### src/rtl/step_tick_gen_if.sv
// Control/status bundle between the step tick generator and its controller.
// Optional overrun signals exist only when STEP_TICK_OVERRUN_EN is defined.
interface step_tick_gen_if #(
    parameter int SPEED_W = 3,
    parameter int GEN_W   = 16
);
    logic               run;
    logic               step_req;
    logic [SPEED_W-1:0] speed;
    logic               busy;
    logic               pix_ce;
    logic               step_ce;
    logic               paused;
    logic [GEN_W-1:0]   gen_cnt;
`ifdef STEP_TICK_OVERRUN_EN
    logic               overrun;
    logic               overrun_clr;

    modport master (
        output run, step_req, speed, busy, overrun_clr,
        input  pix_ce, step_ce, paused, gen_cnt, overrun
    );

    modport slave (
        input  run, step_req, speed, busy, overrun_clr,
        output pix_ce, step_ce, paused, gen_cnt, overrun
    );
`else
    modport master (
        output run, step_req, speed, busy,
        input  pix_ce, step_ce, paused, gen_cnt
    );

    modport slave (
        input  run, step_req, speed, busy,
        output pix_ce, step_ce, paused, gen_cnt
    );
`endif
endinterface

### src/rtl/step_tick_gen.sv
// Step tick generator: derives the pixel-rate enable and a paced
// generation-step enable from clk, with run / pause / single-step control
// and a busy handshake toward the automaton core.
// Optional macro STEP_TICK_OVERRUN_EN adds a sticky overrun flag for
// requests dropped while one is already pending.
//
// state | meaning
// PAUSE | paused=1, step counter held, step_req accepted
// RUN   | step counter running, each terminal count raises a step request
module step_tick_gen #(
    parameter int PIX_DIV  = 2,
    parameter int BASE_DIV = 1562500,
    parameter int SPEED_W  = 3,
    parameter int GEN_W    = 16
) (
    input  logic           clk,
    input  logic           rst,
    step_tick_gen_if.slave bus
);
    localparam int PIX_W = (PIX_DIV > 2) ? $clog2(PIX_DIV) : 1;
    // Wide enough for BASE_DIV shifted by the largest speed value.
    localparam int CNT_W = $clog2(BASE_DIV + 1) + (1 << SPEED_W) - 1;

    localparam logic [PIX_W-1:0] PIX_LAST  = PIX_W'(PIX_DIV - 1);
    localparam logic [CNT_W-1:0] BASE_EXT  = CNT_W'(BASE_DIV);
    localparam logic [CNT_W-1:0] CNT_RESET = CNT_W'(BASE_DIV - 1);

    localparam logic [0:0] ST_PAUSE = 1'b0;
    localparam logic [0:0] ST_RUN   = 1'b1;

    logic [PIX_W-1:0] pix_div;
    logic [CNT_W-1:0] step_cnt;
    logic [CNT_W-1:0] reload_val;
    logic [0:0]       state;
    logic [0:0]       state_next;
    logic             pending;
    logic             tick;
    logic             step_accept;
    logic             req;
    logic             issue;
    logic             dropped;

    // Request, issue and drop decisions for the current cycle.
    always_comb begin
        reload_val  = (BASE_EXT << bus.speed) - CNT_W'(1);
        tick        = (state == ST_RUN) && (step_cnt == '0);
        step_accept = (state == ST_PAUSE) && !bus.run && bus.step_req;
        req         = tick || step_accept;
        issue       = pending && !bus.busy;
        dropped     = req && pending;
        state_next  = state;
        if (state == ST_PAUSE) begin
            if (bus.run) state_next = ST_RUN;
        end else begin
            if (!bus.run) state_next = ST_PAUSE;
        end
    end

    // Free-running pixel divider; pix_ce follows the terminal count by a cycle.
    always_ff @(posedge clk) begin
        if (rst) begin
            pix_div    <= '0;
            bus.pix_ce <= 1'b0;
        end else if (pix_div == PIX_LAST) begin
            pix_div    <= '0;
            bus.pix_ce <= 1'b1;
        end else begin
            pix_div    <= pix_div + PIX_W'(1);
            bus.pix_ce <= 1'b0;
        end
    end

    // Run/pause state with a registered paused flag that tracks it.
    always_ff @(posedge clk) begin
        if (rst) begin
            state      <= ST_PAUSE;
            bus.paused <= 1'b1;
        end else begin
            state      <= state_next;
            bus.paused <= (state_next == ST_PAUSE);
        end
    end

    // Step period down-counter; reloads on RUN entry and at terminal count.
    always_ff @(posedge clk) begin
        if (rst) begin
            step_cnt <= CNT_RESET;
        end else if (state == ST_PAUSE) begin
            if (bus.run) step_cnt <= reload_val;
        end else if (step_cnt == '0) begin
            step_cnt <= reload_val;
        end else begin
            step_cnt <= step_cnt - CNT_W'(1);
        end
    end

    // One-deep pending request; a new request while full is dropped.
    always_ff @(posedge clk) begin
        if (rst) begin
            pending <= 1'b0;
        end else if (pending) begin
            pending <= !issue;
        end else begin
            pending <= req;
        end
    end

    // Step enable and generation count, issued once the core is idle.
    always_ff @(posedge clk) begin
        if (rst) begin
            bus.step_ce <= 1'b0;
            bus.gen_cnt <= '0;
        end else begin
            bus.step_ce <= issue;
            if (issue) bus.gen_cnt <= bus.gen_cnt + GEN_W'(1);
        end
    end

`ifdef STEP_TICK_OVERRUN_EN
    // Sticky overrun flag; a drop in the same cycle as clear keeps it set.
    always_ff @(posedge clk) begin
        if (rst) begin
            bus.overrun <= 1'b0;
        end else if (dropped) begin
            bus.overrun <= 1'b1;
        end else if (bus.overrun_clr) begin
            bus.overrun <= 1'b0;
        end
    end
`else
    logic unused_dropped;
    assign unused_dropped = dropped;
`endif
endmodule
### src/flat_wrapper.sv
// flat-port wrapper written by rule: the top's interface ports become plain ports
module step_tick_gen_flat 
#(
    parameter int PIX_DIV  = 2,
    parameter int BASE_DIV = 1562500,
    parameter int SPEED_W  = 3,
    parameter int GEN_W    = 16
)
  (clk, rst, bus_run, bus_step_req, bus_speed, bus_busy, bus_pix_ce, bus_step_ce, bus_paused, bus_gen_cnt);
  step_tick_gen_if #(.SPEED_W(SPEED_W), .GEN_W(GEN_W)) bus_i ();
  input  logic clk;
  input  logic rst;
  input wire logic [$bits(bus_i.run)-1:0] bus_run;
  input wire logic [$bits(bus_i.step_req)-1:0] bus_step_req;
  input wire logic [$bits(bus_i.speed)-1:0] bus_speed;
  input wire logic [$bits(bus_i.busy)-1:0] bus_busy;
  output wire logic [$bits(bus_i.pix_ce)-1:0] bus_pix_ce;
  output wire logic [$bits(bus_i.step_ce)-1:0] bus_step_ce;
  output wire logic [$bits(bus_i.paused)-1:0] bus_paused;
  output wire logic [$bits(bus_i.gen_cnt)-1:0] bus_gen_cnt;
  assign bus_i.run = bus_run;
  assign bus_i.step_req = bus_step_req;
  assign bus_i.speed = bus_speed;
  assign bus_i.busy = bus_busy;
  assign bus_pix_ce = bus_i.pix_ce;
  assign bus_step_ce = bus_i.step_ce;
  assign bus_paused = bus_i.paused;
  assign bus_gen_cnt = bus_i.gen_cnt;
  step_tick_gen #(.PIX_DIV(PIX_DIV), .BASE_DIV(BASE_DIV), .SPEED_W(SPEED_W), .GEN_W(GEN_W)) u_core (.clk(clk), .rst(rst), .bus(bus_i));
endmodule
### config.mk
export PLATFORM = sky130hd
export DESIGN_NAME = step_tick_gen_flat
export DESIGN_NICKNAME = d
export VERILOG_FILES = /design/src/rtl/step_tick_gen_if.sv /design/src/rtl/step_tick_gen.sv /design/src/flat_wrapper.sv
export SDC_FILE = /design/constraint.sdc
export NUM_CORES = 1
export LEC_CHECK = 0
export BUFFER_PORTS_ARGS = -buffer_cell sky130_fd_sc_hd__buf_2
export CAP_MARGIN = 40
export CORE_ASPECT_RATIO = 2
export CORE_MARGIN = 4
export CORE_UTILIZATION = 41
export CTS_BUF_LIST = sky130_fd_sc_hd__clkbuf_2
export DETAILED_ROUTE_END_ITERATION = 12
export SETUP_SLACK_MARGIN = 0.3
export SLEW_MARGIN = 20
export SYNTH_ARGS = -nofsm -noshare
export SYNTH_HDL_FRONTEND = slang
export SYNTH_SLANG_ARGS = --single-unit
### constraint.sdc
create_clock -name clk -period 3.5 [get_ports clk]
set_input_delay 0.175 -clock clk [delete_from_list [all_inputs] [get_ports clk]]
set_output_delay 0.175 -clock clk [all_outputs]
set_load 0.1 [all_outputs]
==> summary.md, run 1 <==
| Metric | Value |
|---|---|
| Timing startpoint of the critical path | u_core.step_cnt[12] |
| Cell count after synthesis | 395 |
| Portion of the post-synthesis area used by sequential elements | 0.3272 |
| Count of distinct cell types in the synthesized netlist | 58 |
| Max Transition Viols Final | 0 |
| Clock network latency to the later pin of the worst-skew pair | 480 ps |
| Worst Setup Path Type | reg2reg |
| Unrepaired setup endpoints after global routing | no |
| First-pass GRT wire length | 15.51 mm |
| Netlist Area Pre-Place | 3059 µm² |
| Number of antenna violations at the first check in global routing | 1 |
| Endpoints failing hold | 0 |
| Postcts setup bufs | 0 |
| Nets in the synthesized netlist | 407 |
| Buffer levels on the longest clock path | 2 |
| Max IR drop VDD | 0.1238 mV |
| Fin nets | 421 |
| Type of element capturing the critical path | flop |
| Highest Clock Rate | 359.0 MHz |
| Antenna-violating nets left | 0 |
| Count of instances resized after the clock tree is built | 0 |
| Post-synth EDFFs | 0 |
| Pre-antenna DRT Iters | 8 |
| Result of the run | completed |
| Launch point of the worst reg-to-reg path | u_core.step_cnt[12] |
| Routed vias | 3,135 |
| Chip width | 69.08 µm |
| Classification of the worst-slack hold path | in2reg |
| DR WL/cell | 19.60 µm |
| Area of the core | 7267 µm² |
| Max stage delay on crit path | 730 ps |
| Remaining global-route overflow | 0 |
| Boundary Pins | 27 |
| Number of synthesized register bits | 50 |
| Cell repeated most along the worst path | nor4_1 |
| Cell with the most instances after synthesis | dfxtp_1 |
| Critical path's slowest cell | o31ai_1 |
| Power density over the cells | 353.5 nW/µm² |
| Tot GR Track Use | 0.2191 |
| Clock Skew | 39.27 ps |
| Cell count of the worst hold path | 3 |
| DRC violation total after the first TritonRoute iteration | 220 |
| Avg Vias per Cell | 6.233 |
| Total half-perimeter wirelength after legalization and detailed placement | 7.129 mm |
| Layout fillers | 766 |
| Post-detailed-route DRC marker count | 0 |
| End of the worst register-to-register path | u_core.step_cnt[26] |
| Remaining max-slew budget at the tightest pin | 0.4388 |
| H-tree level count | 2 |
| Number of global-route vias before repair | 3,012 |
| Worst setup slack for register-to-register paths | 710 ps |
| Required @ worst endpoint | 3900 ps |
| Critical Path, Cell by Cell | nor4_1, nand4b_1, o31ai_1, buf_4, a211oi_1, nor4_1 |
| Avg Cell Area, Syn | 7.745 µm² |
| Cells on worst reg2reg path | 6 |
| Worst Min Path Start | bus_busy |
| Height of the die | 130.2 µm |
| Total power of the final layout | 1170 µW |
| Worst Slack Setup Final | 714.8 ps |
| CTS tree | built |
| Largest driver fanout on the critical path | 8 |
| Data arrival time of the critical path | 3190 ps |
| Final period utilization | 0.7958 |
| Synthesis Warnings | 0 |
| Clock-pin slew reported for the worst setup and hold paths after clock tree synthesis | 270 ps |
| Leakage power | 0.001224 µW |
| Number of core rows | 44 |
| Relative area change from synthesis to final layout | 8.139% |
| Clock buffers created by TritonCTS | 5 |
| Hold-critical path endpoint | u_core.bus.step_ce |
| Yosys top cell area share | 0.3272 |
| Setup Slack @ Placement | 867.9 ps |
| Placer Congestion | 0.9237 |
| Clock root buffer | clkbuf_2 |
| Primary FF master, synth | dfxtp_1 |
| Category of the worst setup path launch point | flop |
| Die Outline Area | 8991 µm² |
| Port bufs | 26 |
| Fraction of layout cells with a size suffix above 1 | 0.1268 |
| Post-layout minimum cycle time | 2785 ps |
| Final setup TNS | 0 ps |
| Maximum number of pins on one net before global-route repair | 40 |
| Number of failing setup endpoints in the final timing report | 0 |
| Biggest area consumer among synthesized cells | dfxtp_1 |
| Starting density of the core | 0.4210 |
| Pin slew with the least headroom to its limit | 841.9 ps |
| Total length of routed wires | 9.859 mm |
| Max-cap violations | 0 |
| Top post-synthesis cells by area | dfxtp_1 (33%), nor2_1 (5.9%), a21oi_1 (3.8%), o21ai_0 (3.4%), xor2_1 (3.4%) |
| CTS sink cnt | 50 |
| Async S/R FF share, synth | 0 |
| Commonest cells in the netlist | dfxtp_1 (50), nor2_1 (48), nand2_1 (27) |
==> routing by layer <==
metal	wire length [µm]	up-vias	global-route usage	part of all wire
li1	-	1489	-	-
met1	3432	1471	0.2111	0.35
met2	5121	130	0.4054	0.52
met3	529	45	0.03161	0.054
met4	776	0	0.1830	0.079
met5	0	-	0	0
==> flip-flops by register name (all words and copies together) (netlist names) <==
name	flops
u_core.step_cnt	28
u_core.bus.step_ce	1
u_core.bus.pix_ce	1
u_core.state	1
u_core.pending	1
u_core.bus.paused	1
u_core.pix_div	1
u_core.bus.gen_cnt	16
==> critical path: cells and delay by family (launching register included) <==
family,cells,cell delay (ps)
AOI/OAI and AO/OA,2,790
buffers and inverters,1,300
DFF,1,430
and+or+nand+nor,3,1210
==> metrics by stage <==
step / instances / util / area [µm²] / hold WS [ps]
2_1_floorplan: 395 / - / 3059 / 381.7
3_5_place_dp: 493 / 0.4446 / 3231 / 393.0
6_report: 503 / 0.4552 / 3308 / 76.86
4_1_cts: 502 / 0.4549 / 3306 / 47.95
3_3_place_gp: 493 / 0.4446 / 3231 / 392.2
5_1_grt: 503 / 0.4552 / 3308 / 58.71
==> final cells by class <==
type | count | area (µm²) | area share
Antenna cell | 1 | 2.502 | 0.0007564
Inverter | 10 | 37.54 | 0.01135
Clock inverter | 3 | 40.04 | 0.01210
Clock buffer | 5 | 25.02 | 0.007564
Multi-Input combinational cell | 308 | 1894 | 0.5726
Tap cell | 92 | 115.1 | 0.03480
Sequential cell | 50 | 1001 | 0.3026
Timing Repair Buffer | 34 | 192.7 | 0.05825
==> cells by family after synthesis <==
family                   count (synthesis)  share of synthesized area
AO/OA/AOI/OAI                           96                     0.2090
AND/OR/NAND/NOR                        182                     0.3157
flip-flops                              50                     0.3272
adder cells (fa/ha/maj)                  4                    0.01636
buffers and inverters                   37                    0.05358
multiplexers                             5                    0.01799
XOR/XNOR                                21                    0.06012
==> timing repair <==
action                                  4_1_cts  5_1_grt
endpoints found under the setup margin        0        0
hold buffers                                  1        0
hold endpoints to repair                      1        0
==> layout by cell type, fill, tap and decap left out, drive strengths merged, types with 3 or more instances in the layout <==
cell type and instances:
and3 6, nor2b 8, or4 4, a41oi 3, o31ai 3, nor3 19, clkinv 4, xor2 12
a211oi 11, nor2 48, dfxtp 50, and4 4, a311oi 3, buf 33, mux2i 4, nand2b 3
xnor2 9, o41ai 3, nand4 16, a31oi 8, o21ai 21, inv 8, and2 5, clkbuf 5
o22ai 3, or3 6, nor4 10, nand2 27, nand3 18, a21oi 23, ha 4
==> where the power goes <==
part,leakage (µW),internal [µW],switching [µW]
Sequential,0.000410,600,36.2
Clock,0.0000427,118,202
Combinational,0.000771,73.5,139
Total,0.00122,792,378
==> how the worst max path moves through the flow <==
stage	cells past startpoint	slack, ps	to
3_3_place_gp	6	920	u_core.step_cnt[26]
3_5_place_dp	6	870	u_core.step_cnt[26]
6_report	6	710	u_core.step_cnt[26]
5_1_grt	6	370	u_core.step_cnt[26]
2_1_floorplan	8	1290	u_core.step_cnt[3]
4_1_cts	6	810	u_core.step_cnt[26]
No activity file was read; power rests on OpenSTA's default activity.
==> inputs of run 2 (changes only) <==
==> constraint.sdc (replaced) <==
create_clock -name clk -period 2.57 [get_ports clk]
set_input_delay 0.1285 -clock clk [delete_from_list [all_inputs] [get_ports clk]]
set_output_delay 0.1285 -clock clk [all_outputs]
set_load 0.1 [all_outputs]
==> run 2 against run 1 <==
Sequential power grew 37%. Utilization grew 2.9 points. Critical path depth is the same. Clock skew shrank 11 ps. Highest routed layer unchanged. Design area grew 6.4%. Die area is the same.
==> summary.md, run 2 (synthesized netlist as in run 1, its figures left out) <==
| Metric | Value |
|---|---|
| H-tree level count | 2 |
| Critical path's slowest cell | or4_4 |
| Max stage delay on crit path | 560 ps |
| Clock Skew | 28.71 ps |
| DRC violation total after the first TritonRoute iteration | 272 |
| Unrepaired setup endpoints after global routing | yes |
| Total half-perimeter wirelength after legalization and detailed placement | 7.687 mm |
| Maximum number of pins on one net before global-route repair | 39 |
| Post-detailed-route DRC marker count | 0 |
| Power density over the cells | 484.9 nW/µm² |
| Total power of the final layout | 1706 µW |
| Type of element capturing the critical path | flop |
| Clock-pin slew reported for the worst setup and hold paths after clock tree synthesis | 260 ps |
| Height of the die | 130.2 µm |
| Clock network latency to the later pin of the worst-skew pair | 470 ps |
| Number of global-route vias before repair | 3,218 |
| Pre-antenna DRT Iters | 5 |
| Most flop-heavy register | u_core.step_cnt |
| Category of cells accounting for the largest share of critical-path delay | simple AND/OR/NAND/NOR gates |
| Met2 track utilization from global routing | 0.4330 |
| Placer Congestion | 0.9423 |
| CTS sink cnt | 50 |
| Largest driver fanout on the critical path | 13 |
| Leakage power | 0.001354 µW |
| Worst path bufs/invs | 1 |
| Die Outline Area | 8991 µm² |
| Remaining max-slew budget at the tightest pin | 0.6377 |
| Max IR drop VDD | 0.1965 mV |
| Required @ worst endpoint | 2970 ps |
| Starting density of the core | 0.4210 |
| Final setup TNS | 0 ps |
| Number of failing setup endpoints in the final timing report | 0 |
| GR Layer Usage met1 | 0.2320 |
| Highest Clock Rate | 453.0 MHz |
| Buffer levels on the longest clock path | 2 |
| DR WL/cell | 19.79 µm |
| Fin nets | 443 |
| Avg Vias per Cell | 6.273 |
| Worst Slack Setup Final | 362.4 ps |
| Clock buffers created by TritonCTS | 5 |
| Number of antenna violations at the first check in global routing | 0 |
| Category of the worst setup path launch point | flop |
| Grt peak-use layer | met2 |
| Routed vias | 3,287 |
| Result of the run | completed |
| Largest registers in the final layout | u_core.step_cnt x28, u_core.bus.gen_cnt x16 |
| Chip width | 69.08 µm |
| Total length of routed wires | 10.37 mm |
| Final period utilization | 0.8590 |
| Worst hold-check slack | 33.21 ps |
| Critical Path, Cell by Cell | or4_4, nand2b_4, o31a_4, buf_4, and3_1, nor4_1 |
| First-pass GRT wire length | 16.39 mm |
| CTS tree | built |
| Relative area change from synthesis to final layout | 15.01% |
| Endpoints failing hold | 0 |
| Max-cap violations | 0 |
| Max Transition Viols Final | 0 |
| Data arrival time of the critical path | 2610 ps |
| Fraction of layout cells with a size suffix above 1 | 0.1759 |
| Boundary Pins | 27 |
| Number of core rows | 44 |
| Pin slew with the least headroom to its limit | 542.6 ps |
| Summed area of non-filler cells in the final layout | 3518 µm² |
| Remaining global-route overflow | 0 |
| Met3 track demand over resource in global routing | 0.02776 |
| Classification of the worst-slack hold path | in2reg |
| Clock root buffer | clkbuf_2 |
| Setup Slack @ Placement | 286.7 ps |
| Antenna diode instance count | 0 |
| Tot GR Track Use | 0.2324 |
| Worst Setup Path Type | reg2reg |
| Port bufs | 26 |
| Antenna-violating nets left | 0 |
| Area of the core | 7267 µm² |
| Most frequent cells in the layout | nor2_1 (48), dfxtp_1 (48), buf_4 (28) |
| Area after detailed placement | 3393 µm² |
| Number of flip-flops in the largest register | 28 |
| Post-layout minimum cycle time | 2208 ps |
run 2: changes by cell type in the layout (fill, tap and decap cells not counted):
cell,delta
clkinv_2,-2
dfxtp_1,-2
clkinv_1,+1
o31a_1,-1
dfxtp_2,+2
buf_12,+1
o31a_4,+1
bufinv_16,+1
diode_2,-1
buf_4,+21
run 2: layer usage:
layer  part of all wire  up-vias
met3              0.063       46
met4              0.071        0
li1                   -     1537
met2               0.52      160
met5                  0        -
met1               0.34     1544
run 2: what timing repair did:
action,in CTS,in global routing
pin swaps,0,1
gates resized for setup,2,2
hold buffers,1,0
endpoints found under the setup margin,6,10
setup buffers,0,2
hold endpoints to repair,1,0
run 2: final timing paths:
kind / startpoint / to / slack, ps / cells after the start
worst min register to register: u_core.pix_div / u_core.pix_div / 430 / 1
worst min-delay path: bus_busy / u_core.bus.step_ce / 30 / 3
worst max register to register: u_core.step_cnt[10] / u_core.step_cnt[22] / 360 / 6
worst max-delay path: u_core.step_cnt[10] / u_core.step_cnt[22] / 360 / 6
run 2: worst min-delay path, cell delays in order:
cell     delay (ps)
buf_2            90
nor2b_1         100
and2_1          170
run 2: through the flow:
step,cells,util
finish,524,0.4842
detailed placement,513,0.4669
global route,524,0.4842
CTS,522,0.4809
floorplan,395,-
global placement,513,0.4669
run 2: cell type report:
type / instances / area, µm²
sequential: 50 / 1003
inverter: 10 / 37.54
fill: 741 / 3749
tap: 92 / 115.1
clock buffer: 5 / 25.02
timing repair buffer: 56 / 370.4
multi-input combinational: 308 / 1903
clock inverter: 3 / 63.81
run 2: report_power, final:
group          switching [µW]  internal [µW]
sequential               53.3            817
combinational             192            118
clock                     267            258
total                     513           1190
==> inputs of run 3 (changes only) <==
--- a/config.mk
+++ b/config.mk
@@ -5,13 +5,12 @@
 export SDC_FILE = /design/constraint.sdc
 export NUM_CORES = 1
 export LEC_CHECK = 0
-export BUFFER_PORTS_ARGS = -buffer_cell sky130_fd_sc_hd__buf_2
 export CAP_MARGIN = 40
-export CORE_ASPECT_RATIO = 2
 export CORE_MARGIN = 4
 export CORE_UTILIZATION = 41
 export CTS_BUF_LIST = sky130_fd_sc_hd__clkbuf_2
 export DETAILED_ROUTE_END_ITERATION = 12
+export DONT_BUFFER_PORTS = 1
 export SETUP_SLACK_MARGIN = 0.3
 export SLEW_MARGIN = 20
 export SYNTH_ARGS = -nofsm -noshare
==> run 3 against run 2 <==
The flow now finishes with violations (hold timing). Design area rose by 0.92%. Clock power fell by 36%. Power fell by 12%. Sequential power fell by 0.9%. Setup slack improved by 7.5 ps. Clock skew rose by 3.0 ps. Critical path type unchanged. Critical endpoint is now u_core.step_cnt[16]. Largest power group unchanged.
==> summary.md, run 3 (synthesized netlist as in run 1, its figures left out) <==
| Metric | Value |
|---|---|
| Result of the run | finished, violations left |
| Failing checks | hold timing |
| Final design utilization | 0.4896 |
| Max-cap violations | 0 |
| Highest Clock Rate | 454.5 MHz |
| Most common cell after layout, fill and taps aside | nor2_1 |
| DRC violation total after the first TritonRoute iteration | 330 |
| Layout fillers | 725 |
| Number of core rows | 31 |
| Area of the core | 7253 µm² |
| CTS tree | built |
| Clock root buffer | clkbuf_2 |
| Clock buffers created by TritonCTS | 5 |
| Remaining max-slew budget at the tightest pin | 0.6224 |
| Max Transition Viols Final | 0 |
| Endpoints failing hold | 1 |
| Leakage power | 0.001301 µW |
| Height of the die | 94.38 µm |
| Total length of routed wires | 9.406 mm |
| Largest registers in the final layout | u_core.step_cnt x28, u_core.bus.gen_cnt x16 |
| Number of global-route vias before repair | 3,047 |
| Antenna diode instance count | 0 |
| Remaining global-route overflow | 0 |
| CTS sink cnt | 50 |
| H-tree level count | 2 |
| Routed vias | 3,200 |
| Category of the worst setup path launch point | flop |
| Most flop-heavy register | u_core.step_cnt |
| Buffer levels on the longest clock path | 2 |
| Final setup TNS | 0 ps |
| Die Outline Area | 8908 µm² |
| Fraction of layout cells with a size suffix above 1 | 0.1580 |
| First-pass GRT wire length | 15.37 mm |
| Required @ worst endpoint | 2980 ps |
| Cell count of the worst hold path | 3 |
| Grt peak-use layer | met2 |
| Total half-perimeter wirelength after legalization and detailed placement | 6.347 mm |
| Clock Skew | 31.66 ps |
| Number of flip-flops in the largest register | 28 |
| Pre-antenna DRT Iters | 5 |
| Fin nets | 436 |
| Post-layout minimum cycle time | 2200 ps |
| Met2 track utilization from global routing | 0.3511 |
| Met3 track demand over resource in global routing | 0.05100 |
| Most frequent cells in the layout | nor2_1 (48), dfxtp_1 (47), buf_4 (38) |
| Number of antenna violations at the first check in global routing | 0 |
| Worst hold-check slack | -1.086 ps |
| Classification of the worst-slack hold path | in2reg |
| Avg Vias per Cell | 6.119 |
| Chip width | 94.38 µm |
| Cells on worst reg2reg path | 6 |
| Placer Congestion | 0.9356 |
| Final period utilization | 0.8560 |
| Post-detailed-route DRC marker count | 0 |
| GR Layer Usage met1 | 0.2776 |
| Port bufs | 0 |
| Clock-pin slew reported for the worst setup and hold paths after clock tree synthesis | 290 ps |
| Number of failing setup endpoints in the final timing report | 0 |
| Clock network latency to the later pin of the worst-skew pair | 470 ps |
| Maximum number of pins on one net before global-route repair | 40 |
| Max IR drop VDD | 0.1644 mV |
| Power density over the cells | 423.6 nW/µm² |
| Starting density of the core | 0.4218 |
| Boundary Pins | 27 |
| Tot GR Track Use | 0.2180 |
| Data arrival time of the critical path | 2610 ps |
| Pin slew with the least headroom to its limit | 561.2 ps |
| Type of element capturing the critical path | flop |
| Worst Setup Path Type | reg2reg |
| DR WL/cell | 17.98 µm |
| Unrepaired setup endpoints after global routing | yes |
| Antenna-violating nets left | 0 |
| Largest driver fanout on the critical path | 10 |
| Relative area change from synthesis to final layout | 16.07% |
-- run 3: critical path: stages (launching register included) --
cell      delay (ps)
dfxtp_4          440
or4_4            560
nand2b_4         210
nor3_2           340
buf_4            230
nand2_1           60
a311o_1          300
-- run 3: final cells by class --
| class | instances | area (µm²) | share of cell area |
|---|---|---|---|
| well taps | 99 | 123.9 | 0.03488 |
| flip-flops and latches | 50 | 1007 | 0.2837 |
| inverters | 10 | 37.54 | 0.01057 |
| multi-input cells | 308 | 1922 | 0.5412 |
| clock buffers | 5 | 25.02 | 0.007047 |
| repair buffers | 49 | 420.4 | 0.1184 |
| clock inverters | 2 | 15.01 | 0.004228 |
-- run 3: power breakdown --
part	switching, µW	internal (µW)	total, µW
combinational	185	121	306
sequential	46.1	817	863
clock	274	60.5	334
-- run 3: final timing paths --
| check | to | slack [ps] | startpoint |
|---|---|---|---|
| setup / recovery | u_core.step_cnt[16] | 370 | u_core.step_cnt[10] |
| hold / removal | u_core.step_cnt[22] | -1 | bus_speed[0] |
| setup reg to reg | u_core.step_cnt[16] | 370 | u_core.step_cnt[10] |
| hold reg to reg | u_core.pix_div | 420 | u_core.pix_div |
-- run 3: repair_timing --
action                     4_1_cts  5_1_grt
pin swaps                        0        2
setup endpoints to repair        4       10
cloned                           0        0
buffers inserted                 0        3
hold buffers                     8        0
hold endpoints to repair        48        0
gates resized for setup          2        7
-- run 3: layer usage --
layer / up-vias / share of wire
met1: 1506 / 0.43
met4: 0 / 0.034
met3: 36 / 0.081
li1: 1520 / -
met2: 138 / 0.45
met5: - / 0
-- run 3: through the flow --
stage	instance area, µm²	std cells	worst slack, ps	total power [µW]
4_1_cts	3497	520	300.9	1502
3_5_place_dp	3364	505	263.3	1141
6_report	3551	523	370.0	1504
5_1_grt	3551	523	213.6	1570
2_1_floorplan	3059	395	360.4	1077
3_3_place_gp	3319	502	328.0	1131
